File: config.mk
export PLATFORM = sky130hd
export DESIGN_NAME = operand_fetch
export DESIGN_NICKNAME = d
export VERILOG_FILES = /design/src/rtl/cpu_pkg.sv /design/src/rtl/operand_bypass.sv /design/src/rtl/operand_fetch.sv
export SDC_FILE = /design/constraint.sdc
export NUM_CORES = 1
export LEC_CHECK = 0
export CAP_MARGIN = 40
export CORE_MARGIN = 5
export CORE_UTILIZATION = 39
export CTS_BUF_LIST = sky130_fd_sc_hd__clkbuf_2
export DETAILED_ROUTE_END_ITERATION = 12
export PLACE_DENSITY = 0.79
export SYNTH_ARGS = -nofsm -noshare
export SYNTH_HDL_FRONTEND = slang
export SYNTH_SLANG_ARGS = --single-unit
File: constraint.sdc
create_clock -name clk -period 4.7 [get_ports clk]
set_clock_uncertainty 0.1 [all_clocks]
set_input_delay 0.94 -clock clk [delete_from_list [all_inputs] [get_ports clk]]
set_output_delay 0.94 -clock clk [all_outputs]
set_load 0.05 [all_outputs]
File: src/rtl/cpu_pkg.sv
// Shared CPU definitions: RV32I opcodes, instruction field positions and
// small decode helpers used by the operand fetch stage.
package cpu_pkg;

   localparam int XLEN = 32;

   localparam logic [6:0] OPC_LUI    = 7'b0110111;
   localparam logic [6:0] OPC_AUIPC  = 7'b0010111;
   localparam logic [6:0] OPC_JAL    = 7'b1101111;
   localparam logic [6:0] OPC_JALR   = 7'b1100111;
   localparam logic [6:0] OPC_BRANCH = 7'b1100011;
   localparam logic [6:0] OPC_LOAD   = 7'b0000011;
   localparam logic [6:0] OPC_STORE  = 7'b0100011;
   localparam logic [6:0] OPC_OPIMM  = 7'b0010011;
   localparam logic [6:0] OPC_OP     = 7'b0110011;

   localparam int RS1_LSB = 15;
   localparam int RS2_LSB = 20;
   localparam int RD_LSB  = 7;

   // rs1 is read by everything except the upper-immediate forms and JAL
   function automatic logic usesRs1(input logic [6:0] opc);
      return !(opc == OPC_LUI || opc == OPC_AUIPC || opc == OPC_JAL);
   endfunction

   // rs2 is only a real source for branches, stores and register-register ops
   function automatic logic usesRs2(input logic [6:0] opc);
      return (opc == OPC_BRANCH || opc == OPC_STORE || opc == OPC_OP);
   endfunction

   // Branches and stores reuse the rd field as immediate bits
   function automatic logic writesRd(input logic [6:0] opc);
      return (opc == OPC_LUI  || opc == OPC_AUIPC || opc == OPC_JAL ||
              opc == OPC_JALR || opc == OPC_LOAD  || opc == OPC_OPIMM ||
              opc == OPC_OP);
   endfunction

endpackage

File: src/rtl/operand_bypass.sv
// Per-operand source select: x0 reads as zero, a same-cycle write-back
// to the addressed register is forwarded, otherwise the register file value.
module operand_bypass #(
   parameter int XLEN      = 32,
   parameter int NREG_BITS = 5
) (
   input  logic [NREG_BITS-1:0] addr_i,
   input  logic [XLEN-1:0]      rf_data_i,
   input  logic                 wb_we_i,
   input  logic [NREG_BITS-1:0] wb_wa_i,
   input  logic [XLEN-1:0]      wb_wd_i,
   output logic [XLEN-1:0]      data_o
);

   // The register file write lands on the clock edge, so a same-cycle read
   // would still return the stale value; forward the write data instead.
   always_comb begin
      data_o = rf_data_i;
      if (addr_i == '0) begin
         data_o = '0;
      end else if (wb_we_i && (wb_wa_i == addr_i)) begin
         data_o = wb_wd_i;
      end
   end

endmodule

File: src/rtl/operand_fetch.sv
// Decode/operand fetch stage feeding the ID/EX pipeline register.
// Handles write-back bypass, load-use stalls, flush and output backpressure.
// Optional performance counters are enabled with OPFETCH_PERF_EN.
module operand_fetch #(
   parameter int XLEN      = cpu_pkg::XLEN,
   parameter int NREG_BITS = 5
) (
   input  logic                 clk,
   input  logic                 rst,
   input  logic                 in_valid,
   output logic                 in_ready,
   input  logic [31:0]          in_inst,
   input  logic [XLEN-1:0]      in_pc,
   output logic [NREG_BITS-1:0] rf_ra1,
   output logic [NREG_BITS-1:0] rf_ra2,
   input  logic [XLEN-1:0]      rf_rd1,
   input  logic [XLEN-1:0]      rf_rd2,
   input  logic                 wb_we,
   input  logic [NREG_BITS-1:0] wb_wa,
   input  logic [XLEN-1:0]      wb_wd,
   input  logic                 ex_valid,
   input  logic                 ex_is_load,
   input  logic [NREG_BITS-1:0] ex_rd,
   input  logic                 flush,
   output logic                 out_valid,
   input  logic                 out_ready,
   output logic [XLEN-1:0]      out_pc,
   output logic [31:0]          out_inst,
   output logic [XLEN-1:0]      out_rs1_val,
   output logic [XLEN-1:0]      out_rs2_val,
`ifdef OPFETCH_PERF_EN
   output logic [31:0]          stall_cycles,
   output logic [31:0]          flush_count,
`endif
   output logic [NREG_BITS-1:0] out_rd
);

   import cpu_pkg::*;

   logic [6:0]           inOpc;
   logic [NREG_BITS-1:0] rs1Addr;
   logic [NREG_BITS-1:0] rs2Addr;
   logic                 inUsesRs1;
   logic                 inUsesRs2;
   logic                 hazard;
   logic                 capture;
   logic [XLEN-1:0]      rs1Fwd;
   logic [XLEN-1:0]      rs2Fwd;

   logic [NREG_BITS-1:0] heldRs1;
   logic [NREG_BITS-1:0] heldRs2;

   logic                 valid_q, valid_d;
   logic [XLEN-1:0]      pc_q, pc_d;
   logic [31:0]          inst_q, inst_d;
   logic [XLEN-1:0]      rs1Val_q, rs1Val_d;
   logic [XLEN-1:0]      rs2Val_q, rs2Val_d;
   logic [NREG_BITS-1:0] rd_q, rd_d;

   assign inOpc   = in_inst[6:0];
   assign rs1Addr = in_inst[RS1_LSB +: NREG_BITS];
   assign rs2Addr = in_inst[RS2_LSB +: NREG_BITS];
   assign rf_ra1  = rs1Addr;
   assign rf_ra2  = rs2Addr;

   assign inUsesRs1 = usesRs1(inOpc);
   assign inUsesRs2 = usesRs2(inOpc);

   assign heldRs1 = inst_q[RS1_LSB +: NREG_BITS];
   assign heldRs2 = inst_q[RS2_LSB +: NREG_BITS];

   operand_bypass #(.XLEN(XLEN), .NREG_BITS(NREG_BITS)) uBypassRs1 (
      .addr_i    (rs1Addr),
      .rf_data_i (rf_rd1),
      .wb_we_i   (wb_we),
      .wb_wa_i   (wb_wa),
      .wb_wd_i   (wb_wd),
      .data_o    (rs1Fwd)
   );

   operand_bypass #(.XLEN(XLEN), .NREG_BITS(NREG_BITS)) uBypassRs2 (
      .addr_i    (rs2Addr),
      .rf_data_i (rf_rd2),
      .wb_we_i   (wb_we),
      .wb_wa_i   (wb_wa),
      .wb_wd_i   (wb_wd),
      .data_o    (rs2Fwd)
   );

   // A load in EX cannot forward in time, so hold off any consumer of its rd
   always_comb begin
      hazard = ex_valid && ex_is_load && (ex_rd != '0) &&
               ((inUsesRs1 && (ex_rd == rs1Addr)) ||
                (inUsesRs2 && (ex_rd == rs2Addr)));
      in_ready = !flush && !hazard && (!valid_q || out_ready);
      capture  = in_valid && in_ready;
   end

   // Next-state for the ID/EX register: flush, then capture, then drain, then hold with snoop
   always_comb begin
      valid_d  = valid_q;
      pc_d     = pc_q;
      inst_d   = inst_q;
      rs1Val_d = rs1Val_q;
      rs2Val_d = rs2Val_q;
      rd_d     = rd_q;
      if (flush) begin
         valid_d = 1'b0;
      end else if (capture) begin
         valid_d  = 1'b1;
         pc_d     = in_pc;
         inst_d   = in_inst;
         rs1Val_d = rs1Fwd;
         rs2Val_d = rs2Fwd;
         rd_d     = writesRd(inOpc) ? in_inst[RD_LSB +: NREG_BITS] : '0;
      end else if (valid_q && out_ready) begin
         valid_d = 1'b0;
      end else if (valid_q) begin
         if (wb_we && (wb_wa != '0) && (wb_wa == heldRs1) && usesRs1(inst_q[6:0])) begin
            rs1Val_d = wb_wd;
         end
         if (wb_we && (wb_wa != '0) && (wb_wa == heldRs2) && usesRs2(inst_q[6:0])) begin
            rs2Val_d = wb_wd;
         end
      end
   end

   // ID/EX pipeline register
   always_ff @(posedge clk or posedge rst) begin
      if (rst) begin
         valid_q  <= 1'b0;
         pc_q     <= '0;
         inst_q   <= '0;
         rs1Val_q <= '0;
         rs2Val_q <= '0;
         rd_q     <= '0;
      end else begin
         valid_q  <= valid_d;
         pc_q     <= pc_d;
         inst_q   <= inst_d;
         rs1Val_q <= rs1Val_d;
         rs2Val_q <= rs2Val_d;
         rd_q     <= rd_d;
      end
   end

   assign out_valid   = valid_q;
   assign out_pc      = pc_q;
   assign out_inst    = inst_q;
   assign out_rs1_val = rs1Val_q;
   assign out_rs2_val = rs2Val_q;
   assign out_rd      = rd_q;

`ifdef OPFETCH_PERF_EN
   logic [31:0] stallCnt_q;
   logic [31:0] flushCnt_q;

   // Count cycles where fetch was blocked by a hazard or backpressure, and flush cycles
   always_ff @(posedge clk or posedge rst) begin
      if (rst) begin
         stallCnt_q <= '0;
         flushCnt_q <= '0;
      end else begin
         if (in_valid && !in_ready && !flush) begin
            stallCnt_q <= stallCnt_q + 32'd1;
         end
         if (flush) begin
            flushCnt_q <= flushCnt_q + 32'd1;
         end
      end
   end

   assign stall_cycles = stallCnt_q;
   assign flush_count  = flushCnt_q;
`endif

endmodule

**Word-level counts from Yosys, hierarchy flattened**

Cells that the tools add are included.

- Flip-flop bits (word level): 134
- Bits of input ports: 178
- Output and inout bits: 145
- Word-level logic and storage cells: 91

- Equal/unequal tests: 22
- Mux-type cells: 16
- Bitwise logic cells: 1
- Reductions and logical operators: 46

Operators by type and width:

| cell | count |
|---|---|
| two-way mux 32 bit | 12 |
| equality test 7 x 6 -> 1 bit, second input constant | 6 |
| equality test 7 bit, second input constant | 5 |
| equality test 5 bit | 6 |
| equality test 7 x 5 -> 1 bit, second input constant | 3 |
| logical AND 1 bit | 16 |
| logical OR 1 bit | 14 |
| logical NOT 5 bit | 2 |
| nonzero test 5 bit | 2 |
| AND reduction 4 bit | 2 |
| equality test 7 x 2 -> 1 bit, second input constant | 1 |
| nonzero test 2 bit | 3 |
| logical NOT 1 bit | 5 |
| two-way mux 5 bit | 1 |
| two-way mux 1 bit | 3 |
| nonzero test 3 bit | 1 |
| inequality test 2 bit, second input constant | 1 |
| AND reduction 2 bit | 1 |
| NOT 1 bit | 1 |

**Depth between registers and ports, before layout**

Gate-level depths: netlist of run 1.

- Depth after elaboration: 13
- Mapped depth: 8

**By module**

Synthesis of run 1 repeated with hierarchy kept, for this count alone.

- Cell total of the unflattened synthesis: 721
- Area total of the unflattened synthesis: 7255.7 sq um

Modules (own cells, without submodules):

| module | times used | cells each | area each (sq um) | sequential area each (sq um) |
|---|---|---|---|---|
| operand_fetch | 1 | 475 | 5964.5 | 3353.2 |
| operand_bypass | 2 | 123 | 645.6 | 0.0 |

**Worst setup path after synthesis of run 1**

Ideal clock, no wire load.

- Path kind: input -> output
- Start: input port in_inst[3]
- End: output port in_ready
- Arrival time: 2.184 ns
- Required time: 3.660 ns
- Slack: 1.476 ns
- Cell stages on the path: 4
- Path buffers: 0
- Path through: mux2_1 > or3_1 > nand4_2 > and4_1

- Word-level cells in the longest chain between the ends: 10

Ends and longest elaborated chain:

| item | line | text |
|---|---|---|
| start: declaration | operand_fetch.sv:12 | `input logic [31:0] in_inst,` |
| equality test 7 x 6 -> 1 bit / equality test 7 x 5 -> 1 bit (equally long branches) | cpu_pkg.sv:23 | `return !(opc == OPC_LUI \|\| opc == OPC_AUIPC \|\| opc == OPC_JAL);` |
| logical OR 1 bit (2 in a row) | cpu_pkg.sv:23 |  |
| logical NOT 1 bit | cpu_pkg.sv:23 |  |
| logical AND 1 bit | operand_fetch.sv:93 | `((inUsesRs1 && (ex_rd == rs1Addr)) \|\|` |
| logical OR 1 bit * | operand_fetch.sv:93 |  |
| logical AND 1 bit * | operand_fetch.sv:92 | `hazard = ex_valid && ex_is_load && (ex_rd != '0) &&` |
| logical NOT 1 bit * | operand_fetch.sv:95 | `in_ready = !flush && !hazard && (!valid_q \|\| out_ready);` |
| logical AND 1 bit * (2 in a row) | operand_fetch.sv:95 |  |
| end: declaration | operand_fetch.sv:11 | `output logic in_ready,` |

Mark *: on every way between the ends. The rest lies on a longest branch, timed or not.

**Worst setup path in the final report of run 1**

Same ends and word-level chain as after synthesis.

==> results of run 1 <==
[routing by layer]
metal	track usage, %	up-vias	routed length, um
met4	6.22	2	406
met5	0	-	20
li1	-	2620	-
met1	24.4	2688	8850
met2	34.4	229	10700
met3	8.69	27	2090
[critical path, cell delays in order]
cell	delay, ps
clkdlybuf4s50_1	540
mux2_1	330
or3_1	360
nand4_2	170
and4_1	210
buf_4	200
[report_power, final]
group          internal [mW]  switching, mW
clock                  0.257          0.493
sequential              1.39          0.145
combinational          0.847           1.27
[worst min path at each step]
stage | from | to | slack (ps) | depth (start not counted)
after floorplan | out_rd[0] | out_rd[0] | 660 | 2
after global placement | out_rd[4] | out_rd[4] | 360 | 2
after detailed placement | out_rd[4] | out_rd[4] | 380 | 2
after CTS | out_rd[2] | out_rd[2] | 420 | 2
after global routing | out_rs2_val[23] | out_rs2_val[23] | 450 | 1
final | out_rd[2] | out_rd[2] | 420 | 2
[final cells by class]
class	instances	area [um2]
Antenna cell	1	2.50
Clock buffer	17	85.1
Clock inverter	15	169
Fill cell	1506	7330
Inverter	3	16.3
Multi-Input combinational cell	357	3500
Sequential cell	134	3350
Tap cell	229	287
Timing Repair Buffer	333	3340
[registers in the layout, indices dropped and copies added (netlist names)]
signal       flops
out_rs1_val     32
out_pc          32
out_inst        32
out_valid        1
out_rd           5
out_rs2_val     32
[metrics by stage]
stage	util [%]	std cells	cell area, um2
after global routing	59.5	1089	10800
after global placement	58.0	1056	10500
after detailed placement	58.0	1056	10500
after floorplan	-	542	7210
after CTS	59.4	1088	10800
final	59.5	1089	10800
[layout by cell type (no fill, tap or decap), drive strengths merged]
master,synthesis,routed
o21ai,8,8
and4b,1,1
nand4,5,5
nor3,9,9
nand2b,1,1
and4,1,1
xnor2,16,16
diode,0,1
dfrtp,134,134
clkdlybuf4s50,0,321
mux2i,64,64
nor4bb,1,1
or3,1,1
inv,3,9
clkinv,0,4
o2bb2ai,64,64
nand3b,1,1
nand3,7,7
a2111oi,1,1
clkinvlp,0,3
xor2,14,14
clkbuf,9,17
buf,39,12
a21oi,9,9
bufinv,0,2
nor2,8,8
mux2,129,129
nand4b,2,2
or4,1,1
nand2,13,13
a211oi,1,1
[cells by family after synthesis]
kind of cell,after synthesis
flops,134
compound gates,83
mux,193
simple gates,51
buf+inv,51
xor+xnor,30
==> impl_results.md, run 1 <==
- Post-Place Setup Slack: 595 ps
- H-tree Lvls: 4
- Layout cells sized above 1: 21.0%
- Vias per cell: 5.11
- Leading area contributor after synthesis: dfrtp_1
- Worst Path Arrival: 2750 ps
- Cts bufs inserted: 17
- Die width: 146 um
- VDD IR-drop max: 0.000232 V
- Number of global-route vias before repair: 5968
- Clk_lat worst skew: 710 ps
- CP Capture Type: primary output
- Worst R2R End: out_rs2_val[31]
- TritonRoute pass-1 iters: 4
- Post-cts sizing count: 0
- FF-to-FF path depth: 7
- Die area: 21300 um2
- RD Place Congestion: 0.823
- First-pass GRT wire length: 34.8 mm
- Final hold violations: 0
- Post-Syn Area: 7210 um2
- Power, Total: 4.40 mW
- WP data required: 3660 ps
- Least-Margin Pin Slew: 773 ps
- Grt total ovfl: 0
- Mux share of post-synthesis cell area: 31.1%
- Largest net degree at the start of global routing: 105
- DR iter-0 viols: 161
- Total routed wirelength: 22.1 mm
- Max cap viols: 0
- Wirelength per Cell: 20.3 um
- Core Region: 18100 um2
- Cell with the most instances after synthesis: dfrtp_1
- Kind of critical path: input pin to primary output
- Remaining antenna violation count after routing: 0
- Port Buffers: 322
- R2R Setup Slk: 1830 ps
- Fin nets: 1024
- Sequential cell area fraction in the yosys report: 46.5%
- Fin crit period: 3790 ps
- Hold_buf cts: 0
- Final WS setup: 907 ps
- Synthesized instance count: 542
- Compound-gate portion of the synthesized area: 9.56%
- CTS tree: built
- Yosys warns: 0
- Critical Path Start Type: input pin
- Simple-gate area share of the yosys netlist: 4.06%
- Num rows: 49
- I/O pins: 323
- Post-CTS Setup Inserts: 0
- Antenna violations before repair: 2
- Total clock sinks: 134
- Lkg Pwr: 4.19 nW
- CTS Root Cell: clkbuf_2
- Final Slew Violations: 0
- Setup Viol. Count Final: 0
- Total track usage: 20.7%
- Outcome: finished, final reports clean
- Largest family of logic cells by synthesized area: multiplexers
- Area share of fa/ha/maj cells after synthesis: 0%
- Clock transition at path regs: 220 ps
- Mapped Avg Cell Area: 13.3 um2
- DP HPWL: 16.5 mm
- TNS Setup: 0 ps
- Ys async rst share: 100%
- Layout area overhead: 49.2%
- Tcrit/Tclk final: 80.7%
- Hold Slack: 418 ps
- Yosys reg bits: 134
- Vias: 5566
- RSZ-0062 raised after global routing: false
- # DRC: 0
- Die height: 146 um
- Post-synth EDFFs: 0
- Crit path launch: in_inst[3]
- Min-delay worst type: register to register
- Critical Path Sink: in_ready
- Primary FF master, synth: dfrtp_1
- Initial core utilization: 39.9%
- Top area cells in the synthesized netlist: dfrtp_1, mux2_2, mux2i_1
- Top post-synthesis cells by count: dfrtp_1, mux2_2, mux2i_1, o2bb2ai_1, mux2_4
- Worst-path fanout max: 4
- Post-synth cell types: 35
- Relative max-transition margin: 48.5%
- Share of the synthesized area in the top cell type: 46.5%
- Maximum root-to-sink buffer count: 2
- Syn_nets: 720
- Post-Synth XOR/XNOR Area: 3.64%
- Max frequency: 0.264 GHz
- Cell area power density: 409 nW/um2
- Worst r2r src: out_inst[22]
Power figures use the tool's default switching activity.
==> inputs of run 2 (changes only) <==
Settings changed: CORE_UTILIZATION 39 to 44, PLACE_DENSITY 0.79 to 0.84.
Clock period 4.7 ns to 3.75 ns, I/O delays scaled along.
==> run 2 against run 1 <==
Final cell count shrank 0.64%. Count of clock-buffer cells in the layout grew 1. Clock power grew 17%. Global-route usage grew 3.1 points. Non-clock buffer count grew 5. Design area grew 0.66%.
==> impl_results.md, run 2 (synthesis results as in run 1) <==
- Vias: 5706
- Number of global-route vias before repair: 6327
- TNS Setup: 0 ps
- Post-Place Setup Slack: 370 ps
- Crit path launch: in_inst[23]
- Most common cell after layout, fill and taps aside: clkdlybuf4s50_1
- Least-Margin Pin Slew: 622 ps
- Worst Path Arrival: 2550 ps
- Tcrit/Tclk final: 90.6%
- Relative max-transition margin: 58.4%
- Worst R2R End: out_rs1_val[26]
- Kind of critical path: input pin to primary output
- Final Non-Filler Cells: 1082
- Clock transition at path regs: 220 ps
- Setup Viol. Count Final: 0
- Layout area overhead: 50.2%
- DP HPWL: 17.5 mm
- CTS Root Cell: clkbuf_2
- Die area: 19000 um2
- Max cap viols: 0
- Final Util: 67.7%
- Total track usage: 23.7%
- Final Slew Violations: 0
- Worst r2r src: out_inst[6]
- Grt total ovfl: 0
- First-pass GRT wire length: 36.4 mm
- Critical Path Start Type: input pin
- Outcome: finished, final reports clean
- CP max stage cell: clkdlybuf4s50_1
- RSZ-0062 raised after global routing: false
- Worst-path fanout max: 5
- Final hold violations: 0
- Die width: 138 um
- Num rows: 46
- Fin crit period: 3400 ps
- DR iter-0 viols: 236
- VDD IR-drop max: 0.000344 V
- Maximum root-to-sink buffer count: 2
- H-tree Lvls: 4
- Remaining antenna violation count after routing: 0
- Most frequent cells in the layout: clkdlybuf4s50_1, dfrtp_1, mux2_2, mux2i_1, o2bb2ai_1
- Vias per cell: 5.27
- R2R Setup Slk: 1320 ps
- CTS tree: built
- CP top delay family: simple AND/OR/NAND/NOR gates
- TritonRoute pass-1 iters: 4
- Largest net degree at the start of global routing: 68
- Max frequency: 0.294 GHz
- Antenna violations before repair: 3
- # placed instances: 1048
- Cts bufs inserted: 17
- Wirelength per Cell: 21.0 um
- Critical-path cell list: clkdlybuf4s50_1 -> xor2_1 -> nor3_1 -> nand4_1 -> and4_1 -> buf_12
- Fin nets: 1029
- Peak per-stage delay on the critical path: 540 ps
- Bufs and invs on worst path: 2
- FF-to-FF path depth: 7
- Final WS setup: 353 ps
- Layout cells sized above 1: 21.3%
- Total clock sinks: 134
- Post-cts sizing count: 0
- Clk_lat worst skew: 690 ps
- Die height: 138 um
- Core Region: 16000 um2
- WP data required: 2900 ps
- # DRC: 0
- Lkg Pwr: 4.23 nW
- Port Buffers: 322
- Min-delay worst type: input pin to asynchronous set/reset pin
- CP Capture Type: primary output
- I/O pins: 323
- Cell area power density: 507 nW/um2
- Total routed wirelength: 22.7 mm
- Initial core utilization: 45.1%
- RD Place Congestion: 0.892
- Hold Slack: 300 ps
- Hold_buf cts: 0
- Post-CTS Setup Inserts: 0
[run 2: power by group]
part / leakage (nW) / switching, mW / internal [mW]
clock: 0.143 / 0.565 / 0.314
sequential: 1.61 / 0.196 / 1.74
combinational: 2.48 / 1.60 / 1.07
[run 2: routing by layer]
| metal | vias up | track usage, % | share of wire, % |
|---|---|---|---|
| met5 | - | 0 | 0.057 |
| met4 | 2 | 8.16 | 2.2 |
| met3 | 34 | 10.1 | 9.6 |
| met2 | 249 | 40.5 | 51 |
| met1 | 2800 | 26.7 | 38 |
| li1 | 2621 | - | - |
[run 2: final cells by class]
cell class,count,area (um2)
Fill cell,1199,5170
Multi-Input combinational cell,357,3500
Inverter,3,15.0
Clock inverter,14,150
Sequential cell,134,3350
Tap cell,216,270
Antenna cell,2,5.00
Clock buffer,18,90.1
Timing Repair Buffer,338,3440
[run 2: how the worst max path moves through the flow]
| stage | to | slack [ps] | cells past startpoint |
|---|---|---|---|
| 5_1_grt | in_ready | 250 | 6 |
| 6_report | in_ready | 350 | 6 |
| 3_3_place_gp | in_ready | 390 | 6 |
| 3_5_place_dp | in_ready | 370 | 6 |
| 4_1_cts | in_ready | 370 | 6 |
| 2_1_floorplan | in_ready | 910 | 4 |
[run 2: metrics by stage]
| stage | cell area (um2) | power (mW) |
|---|---|---|
| after floorplan | 7210 | 3.61 |
| after global placement | 10600 | 4.60 |
| after detailed placement | 10600 | 4.65 |
| after CTS | 10800 | 5.56 |
| after global routing | 10800 | 5.74 |
| final | 10800 | 5.49 |
==> inputs of run 3 (changes only) <==
Settings changed: CORE_UTILIZATION 44 to 46, PLACE_DENSITY 0.84 to 0.87.
Clock period 3.75 ns to 4.3 ns, I/O delays scaled along.
==> run 3 against run 2 <==
Hold slack gained 20 ps. Critical path type unchanged. Non-clock buffer count is 5 lower. Routed wire length shrank 2.2%. Sequential share of layout area increased by 0.25 points. Die area is 4.0% lower. Worst setup slack better by 270 ps. Combinational power decreased by 13%.
==> impl_results.md, run 3 (synthesis results as in run 1) <==
- Clk_lat worst skew: 680 ps
- CP Capture Type: primary output
- Peak per-stage delay on the critical path: 550 ps
- Critical-path cell list: clkdlybuf4s50_1 -> mux2_1 -> or3_1 -> nand4_2 -> and4_1 -> buf_12
- Fill cell count: 1092
- Layout cells sized above 1: 20.7%
- Bufs and invs on worst path: 2
- Sequential cell area: 3350 um2
- GR met2 Demand/Resource: 40.2%
- Worst-path fanout max: 4
- Cts bufs inserted: 17
- Min-delay worst type: input pin to asynchronous set/reset pin
- Die width: 135 um
- Post-CTS Setup Inserts: 0
- Met1 Use GR: 28.6%
- Total clock sinks: 134
- Maximum root-to-sink buffer count: 2
- Clock transition at path regs: 180 ps
- Largest net degree at the start of global routing: 73
- TritonRoute pass-1 iters: 4
- Initial core utilization: 47.1%
- TNS Setup: 0 ps
- Hold_buf cts: 0
- Final hold violations: 0
- Most common cell after layout, fill and taps aside: clkdlybuf4s50_1
- Post-Place Setup Slack: 461 ps
- RD Place Congestion: 0.882
- CTS Root Cell: clkbuf_2
- Most frequent cells in the layout: clkdlybuf4s50_1, dfrtp_1, mux2_2, mux2i_1, o2bb2ai_1
- Max cap viols: 0
- Outcome: finished, final reports clean
- DR iter-0 viols: 319
- Number of global-route vias before repair: 6344
- Antenna violations before repair: 1
- I/O pins: 323
- Relative max-transition margin: 46.0%
- Total track usage: 24.4%
- # DRC: 0
- Lkg Pwr: 4.19 nW
- WP data required: 3340 ps
- Finished Cell Area: 10700 um2
- Power, Total: 4.80 mW
- Final WS setup: 626 ps
- RSZ-0062 raised after global routing: false
- Kind of critical path: input pin to primary output
- CP top delay family: simple AND/OR/NAND/NOR gates
- Wirelength per Cell: 20.8 um
- CP max stage cell: clkdlybuf4s50_1
- Total routed wirelength: 22.3 mm
- Vias per cell: 5.37
- Least-Margin Pin Slew: 811 ps
- Fin nets: 1024
- Die area: 18300 um2
- Die height: 135 um
- Grt total ovfl: 0
- Worst Path Arrival: 2710 ps
- Critical Path Start Type: input pin
- Final Slew Violations: 0
- H-tree Lvls: 4
- VDD IR-drop max: 0.000312 V
- Port Buffers: 322
- Post-cts sizing count: 0
- Met3 usage: 8.47%
- Cell area power density: 447 nW/um2
- Remaining antenna violation count after routing: 0
- Area of the multi-input gates: 3500 um2
- Max frequency: 0.272 GHz
- Setup Viol. Count Final: 0
- First-pass GRT wire length: 34.9 mm
- CTS tree: built
- GRT Max-Usage Layer: met2
- Layout area overhead: 48.9%
- DP HPWL: 17.2 mm
- Vias: 5749
- Core Region: 15300 um2
- Num rows: 45
- Tcrit/Tclk final: 85.5%
- Dpl cell area: 10500 um2
- Fin crit period: 3670 ps
-- run 3: changes by cell type in the layout (fill, tap and decap cells not counted) --
cell        delta
clkinv_4       -4
buf_12         -3
clkbuf_2       +3
inv_6          -3
buf_4          -2
bufinv_16      +1
clkinv_2       +1
clkinvlp_4     +1
diode_2        -1
-- run 3: worst register-to-register path: stages (launching register included) --
cell and delay (ps):
dfrtp_1 440, xnor2_1 150, nand3_1 100, a2111oi_0 570, nand4_1 240, a21oi_4 220, buf_12 260, mux2_2 410
-- run 3: path summary, 6_finish.rpt --
check | start | to | slack, ps | depth (start not counted)
max in group asynchronous | rst | out_inst[1] | 2740 | 3
min in group clk | out_rd[0] | out_rd[0] | 400 | 2
setup reg to reg | out_inst[22] | out_rs2_val[31] | 1740 | 7
setup / recovery | in_inst[3] | in_ready | 630 | 6
hold reg to reg | out_rd[0] | out_rd[0] | 400 | 2
hold / removal | rst | out_pc[23] | 320 | 2
-- run 3: cell type report --
type	count	area share, %
Tap cell	211	2.46
Multi-Input combinational cell	357	32.6
Antenna cell	1	0.0233
Inverter	3	0.140
Clock buffer	21	0.979
Clock inverter	10	1.22
Timing Repair Buffer	333	31.3
Sequential cell	134	31.2
-- run 3: power breakdown --
group          internal [mW]  switching, mW
logic                  0.929           1.39
registers               1.52          0.178
clock network          0.325          0.450
total                   2.77           2.02
-- run 3: through the flow --
step	utilization [%]	cells	hold WS [ps]
final	70.1	1070	320
after global routing	70.1	1070	250
after CTS	70.1	1069	231
after detailed placement	68.6	1038	369
after global placement	68.6	1038	362
after floorplan	-	542	657
-- run 3: per-layer routing --
layer	part of all wire (%)	vias up
met5	0	-
met1	38	2799
met3	9.2	56
met2	49	280
met4	3.9	0
li1	-	2614
